--- src/rtl/uart_rx_sampler.sv ---
// Oversampling front end of the UART receiver: line synchroniser, edge/bit
// counters and a 3-sample majority vote taken around each bit centre.
module uart_rx_sampler #(
    parameter int FRAME_BITS = 11
) (
    input  logic       CLK,
    input  logic       RST,
    input  logic       RX_IN,
    input  logic       cnt_en,
    input  logic [5:0] Prescale,
    output logic       rx_sync,
    output logic [5:0] edge_cnt,
    output logic [3:0] bit_cnt,
    output logic       sampled_bit,
    output logic       sample_valid,
    output logic       frame_end
);

    localparam logic [3:0] LAST_BIT = 4'(FRAME_BITS - 1);

    logic       sync1_reg, sync2_reg;
    logic [5:0] p_reg, p_next;
    logic [5:0] edge_reg, edge_next;
    logic [3:0] bit_reg, bit_next;
    logic       s0_reg, s0_next;
    logic       s1_reg, s1_next;
    logic       sampled_reg, sampled_next;
    logic       valid_reg, valid_next;
    logic       fe_reg, fe_next;
    logic [5:0] half;
    logic       edge_last;
    logic       vote;

    always_ff @(posedge CLK or posedge RST) begin
        if (RST) begin
            sync1_reg <= 1'b1;
            sync2_reg <= 1'b1;
        end else begin
            sync1_reg <= RX_IN;
            sync2_reg <= sync1_reg;
        end
    end

    assign half      = {1'b0, p_reg[5:1]};
    assign edge_last = (edge_reg == p_reg - 6'd1);
    // The third sample is taken straight from the line so the vote can be
    // registered in the same edge that would have captured it.
    assign vote      = (s0_reg & s1_reg) | (s0_reg & sync2_reg) | (s1_reg & sync2_reg);

    always_comb begin
        p_next       = p_reg;
        edge_next    = 6'd0;
        bit_next     = 4'd0;
        s0_next      = s0_reg;
        s1_next      = s1_reg;
        sampled_next = sampled_reg;
        valid_next   = 1'b0;
        fe_next      = 1'b0;
        if (!cnt_en) begin
            if (Prescale == 6'd8 || Prescale == 6'd16 || Prescale == 6'd32)
                p_next = Prescale;
            else
                p_next = 6'd8;
        end else begin
            if (edge_last) begin
                edge_next = 6'd0;
                bit_next  = (bit_reg == LAST_BIT) ? 4'd0 : bit_reg + 4'd1;
                fe_next   = (bit_reg == LAST_BIT);
            end else begin
                edge_next = edge_reg + 6'd1;
                bit_next  = bit_reg;
            end
            if (edge_reg == half - 6'd1)
                s0_next = sync2_reg;
            if (edge_reg == half)
                s1_next = sync2_reg;
            if (edge_reg == half + 6'd1) begin
                sampled_next = vote;
                valid_next   = 1'b1;
            end
        end
    end

    always_ff @(posedge CLK or posedge RST) begin
        if (RST) begin
            p_reg       <= 6'd8;
            edge_reg    <= 6'd0;
            bit_reg     <= 4'd0;
            s0_reg      <= 1'b1;
            s1_reg      <= 1'b1;
            sampled_reg <= 1'b1;
            valid_reg   <= 1'b0;
            fe_reg      <= 1'b0;
        end else begin
            p_reg       <= p_next;
            edge_reg    <= edge_next;
            bit_reg     <= bit_next;
            s0_reg      <= s0_next;
            s1_reg      <= s1_next;
            sampled_reg <= sampled_next;
            valid_reg   <= valid_next;
            fe_reg      <= fe_next;
        end
    end

    assign rx_sync      = sync2_reg;
    assign edge_cnt     = edge_reg;
    assign bit_cnt      = bit_reg;
    assign sampled_bit  = sampled_reg;
    assign sample_valid = valid_reg;
    assign frame_end    = fe_reg;

endmodule

--- config.mk ---
export PLATFORM = sky130hd
export DESIGN_NAME = uart_rx_sampler
export DESIGN_NICKNAME = d
export VERILOG_FILES = /design/src/rtl/uart_rx_sampler.sv
export SDC_FILE = /design/constraint.sdc
export NUM_CORES = 1
export LEC_CHECK = 0
export ABC_CLOCK_PERIOD_IN_PS = 3600
export CORE_AREA = 2 2 40 78
export DETAILED_ROUTE_END_ITERATION = 10
export DIE_AREA = 0 0 42 80
export PLACE_DENSITY = 0.78
export SYNTH_ARGS = -nofsm -noshare
export SYNTH_HDL_FRONTEND = slang
export SYNTH_SLANG_ARGS = --single-unit
--- constraint.sdc ---
create_clock -name CLK -period 3.6 [get_ports CLK]
set_input_delay 0.72 -clock CLK [delete_from_list [all_inputs] [get_ports CLK]]
set_output_delay 0.72 -clock CLK [all_outputs]
set_load 0.01 [all_outputs]
# Word-level counts from Yosys, hierarchy flattened
# Cells that the tools add are included.
# W data, S select, Z words.
# word_totals
output_inout_bits,14
in_bits,10
elab_cells,44
reg_bits,23
# op_classes
bitwise,5
n_eq_ne,9
reduce_logical,5
addsub,5
n_mux,10
# op_table
op,n
$eq A6 B6 Y1,3
$mux W6,3
$mux W4,3
$add A5 B1 Y6 const B,1
$add A6 B1 Y6 const B,1
$eq A6 B4 Y1 const B,1
$eq A6 B5 Y1,1
$eq A6 B5 Y1 const B,1
$eq A6 B6 Y1 const B,1
$reduce_and A2 Y1,3
$sub A5 B1 Y6 const B,1
$sub A6 B1 Y6 const B,1
$add A4 B1 Y4 const B,1
$eq A4 B4 Y1 const B,1
$mux W1,4
$and A1 B1 Y1,3
$logic_or A1 B1 Y1,2
$ne A2 B1 Y1 const B,1
$or A1 B1 Y1,2

# Logic depth before layout (Yosys ltp)
# depth
ltp_word,4
mapped_depth,7
mapped_depth_nobuf,7

# Worst setup path before layout
# OpenSTA, ideal clock, no wires.
# synth_timing
kind,reg-to-reg
start,register p_reg[2]
end,"register bit_reg[3], in the netlist bit_cnt[3]"
required_ns,3.520
arrival_ns,2.004
slack_ns,1.516
path_stages_with_launch,8
setup_ns,0.080
path_cell_list,dfrtp_1 > inv_1 > ha_1 > a21boi_0 > xnor2_1 > nand4_1 > or4_1 > a21oi_1
# synth_between
elab_chain_cells,3
# synth_lines
element,line_no,text
from (decl),22,"logic [5:0] p_reg, p_next;"
from (signal assigned),95,p_reg <= p_next;
$sub A6 B1 Y6,45,assign edge_last = (edge_reg == p_reg - 6'd1);
$eq A6 B6 Y1,45,
$ne A2 B1 Y1 (no source line),-,
to (signal assigned),97,bit_reg <= bit_next;
to (decl),24,"logic [3:0] bit_reg, bit_next;"
# Every way passes these cells.
# A chain may end at the register's enable or synchronous reset.

# Worst setup path after layout
# layout_timing
start,register p_reg[2]
end,"register bit_reg[1], in the netlist bit_cnt[1]"
# Same word-level chain as after synthesis.

==> results.py <==
metrics = {
    "route": {
        "dr.pass1.iters": 4,
        "routed_wl_mm": 3.336,
        "wl_per_cell_um": 16.60,
        "vias_per_cell": 5.851,
        "vias": 1176,
        "drc": 0,
        "drtAntennaViolNets": 0,
        "first_iter_violations": 35,
    },
    "worst_hold_path": {
        "hold_class": "reg -> reg",
    },
    "timing": {
        "timing.hold.ws_ns": 0.3614,
        "finalCritPeriodShare_pct": 69.26,
        "grt_setup_unrepaired": "false",
        "fin_worst_skew_ns": 0.002629,
        "finalHoldViolCount": 0,
        "fin_crit_ns": 2.494,
        "worst-slew-pin-transition_ns": 0.8497,
        "tns_ns": 0,
        "final_max_slew_viol_count": 0,
        "fmax_mhz": 401.0,
        "slew_headroom_pct": 43.29,
        "setup_viol": 0,
    },
    "critical_path": {
        "worstPathArrival_ns": 2.68,
        "startpoint_type": "flip-flop",
        "critPathCaptureType": "flip-flop",
        "critPathKind": "reg -> reg",
        "cp_data_required_time_ns": 3.79,
        "crit_fanout": 9,
    },
    "clock_tree": {
        "cts_num_sinks": 23,
        "cts-resized-gates": 0,
        "clk_latency_ns": 0.27,
        "cts_buffers": 3,
        "h-tree-depth": 1,
        "ctsHoldBuffers": 0,
        "clk_pin_slew_ns": 0.08,
        "cts_tree": "done",
        "root_buffer": "clkbuf_8",
        "clockBufferDepth": 2,
        "cts_setup_buffers": 0,
    },
    "yosys": {
        "syn_nets": 168,
        "synth_area_um2": 1436,
        "syn-mean-instance-area_um2": 9.512,
        "yosysUniqueCellTypes": 35,
        "synth_warnings": 0,
        "synthCells": 151,
        "synth-edff-count": 0,
        "synth_seq_cells": 23,
        "synthArstFlopShare_pct": 100.0,
        "synthFlopType": "dfrtp_1",
        "ys_seq_area_share_pct": 40.59,
    },
    "power_and_ir_drop": {
        "leakagePower_nw": 0.6745,
        "switching_share_pct": 25.25,
        "ir_drop_v": 0.0002642,
        "p_int_mw": 0.4177,
        "p_comb_share_pct": 16.3,
        "switchingPower_mw": 0.1411,
        "power.density_nw_per_um2": 324.4,
        "p_clk_share_pct": 28.6,
        "seq_power_share_pct": 55.1,
    },
    "cells_and_area": {
        "diodes": 0,
        "fin_cells": 201,
        "fillers": 236,
        "fin_nets": 190,
        "area_growth_pct": 19.95,
        "register_area_um2": 583.1,
        "multiInputGateArea_um2": 790.8,
        "fin_util_pct": 62.96,
        "drive_above_1_share_pct": 8.721,
    },
    "die": {
        "ios": 24,
        "die_h_um": 80,
        "initial_core_util_pct": 52.49,
        "die_area_um2": 3360,
        "fp.dieW_um": 42,
        "rows": 27,
        "core_area_um2": 2736,
    },
    "global_routing": {
        "grt_pass1_vias": 1226,
        "grt-ovfl-total": 0,
        "grt_max_degree": 24,
        "grt_pass1_wl_mm": 5.602,
        "antenna_found_initial": 0,
        "grt_use_total_pct": 22.13,
    },
    "status": {
        "status": "completed",
    },
    "flow_run": {
        "maxCapViolCount": 0,
    },
    "placed_design": {
        "port_buffers": 23,
        "dp.cells": 197,
        "hpwl_mm": 2.672,
        "gp_congestion": 0.9436,
    },
}
==> Yosys cell counts, types with 2 or more instances <==
library cell | number | area, um2
ha_1 | 7 | 87.58
or4_1 | 3 | 22.52
mux2_2 | 2 | 22.52
o31ai_1 | 3 | 22.52
dfstp_2 | 6 | 157.7
buf_2 | 2 | 10.01
clkbuf_1 | 4 | 15.01
xor2_1 | 10 | 87.58
nand3_1 | 7 | 35.03
nor3_1 | 6 | 30.03
nand4_1 | 4 | 25.02
dfrtp_1 | 17 | 425.4
o21ai_0 | 7 | 35.03
inv_1 | 9 | 33.78
nor2_1 | 15 | 56.30
xnor2_1 | 16 | 140.1
nand2_1 | 10 | 37.54
a21oi_1 | 5 | 25.02
nor3b_1 | 2 | 15.01
==> through the flow <==
| stage | total power [mW] | setup slack [ns] | instance area, um2 |
|---|---|---|---|
| final | 0.5589 | 1.106 | 1723 |
| after global routing | 0.5863 | 0.9243 | 1723 |
| after CTS | 0.5613 | 1.106 | 1723 |
| after detailed placement | 0.4053 | 1.109 | 1678 |
| after global placement | 0.3997 | 1.169 | 1678 |
| after floorplan | 0.3633 | 1.516 | 1436 |
==> placed cells by master (no fill, tap or decap) <==
master,Yosys,routed
nand3_1,7,7
inv_1,9,9
dfrtp_1,17,17
ha_1,7,7
and4_1,1,1
mux2_2,2,2
or4_1,3,3
o211ai_1,1,1
or4b_4,1,1
clkdlybuf4s50_1,0,23
o221ai_1,1,1
nand2_1,10,10
o21ai_1,1,1
a21boi_0,1,1
a2111oi_4,1,1
nor2b_1,1,1
a21oi_1,5,5
o31ai_1,3,3
nor4_1,1,1
maj3_1,1,1
nand4b_1,1,1
and3b_1,1,1
dfstp_2,6,6
xor2_1,10,10
xnor2_1,16,16
mux2_4,1,1
o21a_1,1,1
o21ai_0,7,7
clkinv_1,1,1
nand4_1,4,4
or3_2,1,1
nor3b_1,2,2
clkbuf_1,4,1
nor3_1,6,6
nor2_1,15,15
clkbuf_8,0,3
==> worst max-delay path: stages, from the launching register on <==
cell and delay [ns]:
dfrtp_1 0.49, inv_1 0.18, ha_1 0.23, a21boi_0 0.27
xnor2_1 0.18, nand4_1 0.31, or4_1 0.59, a21oi_1 0.16
==> layout make-up <==
cell class	instances	share of cell area, %
multi-input combinational	112	45.90
inverter	10	2.179
tap	29	2.106
clock buffer	4	2.614
sequential	23	33.84
timing repair buffer	23	13.36
==> power by group through the flow <==
stage	combinational (mW)	sequential, mW	clock (mW)
floorplan	0.0570	0.306	0
global placement	0.0878	0.312	0
finish	0.0911	0.308	0.160
global route	0.0988	0.311	0.177
detailed placement	0.0920	0.313	0
CTS	0.0922	0.308	0.161
==> kinds of logic (layout without fill, tap and decap cells) <==
| kind of cell | Yosys count | count (layout) | share of synthesized area, % |
|---|---|---|---|
| AND/OR/NAND/NOR | 54 | 54 | 19.60 |
| XOR/XNOR | 26 | 26 | 15.85 |
| flip-flops | 23 | 23 | 40.59 |
| AO/OA/AOI/OAI | 21 | 21 | 10.19 |
| buffers and inverters | 16 | 37 | 4.355 |
| adder cells (fa/ha/maj) | 8 | 8 | 6.794 |
| multiplexers | 3 | 3 | 2.613 |
==> layer usage <==
metal	part of all wire [%]	track usage, %	wire, um	up-vias
li1	-	-	-	558
met1	34	21.73	1150	579
met2	60	43.28	2017	30
met3	2.3	2.262	77	9
met4	2.7	11.61	90	0
met5	0	0	0	-
==> worst paths after layout <==
path	startpoint	cells after the start	slack (ns)	to
max in group asynchronous	RST	2	2.16	p_reg[5]
worst max register to register	p_reg[2]	7	1.11	bit_cnt[1]
worst min-delay path	sync1_reg	0	0.36	rx_sync
worst max-delay path	p_reg[2]	7	1.11	bit_cnt[1]
worst min register to register	sync1_reg	0	0.36	rx_sync
min in group asynchronous	RST	2	0.92	frame_end
Note: power is estimated with default switching activity, not from simulation.
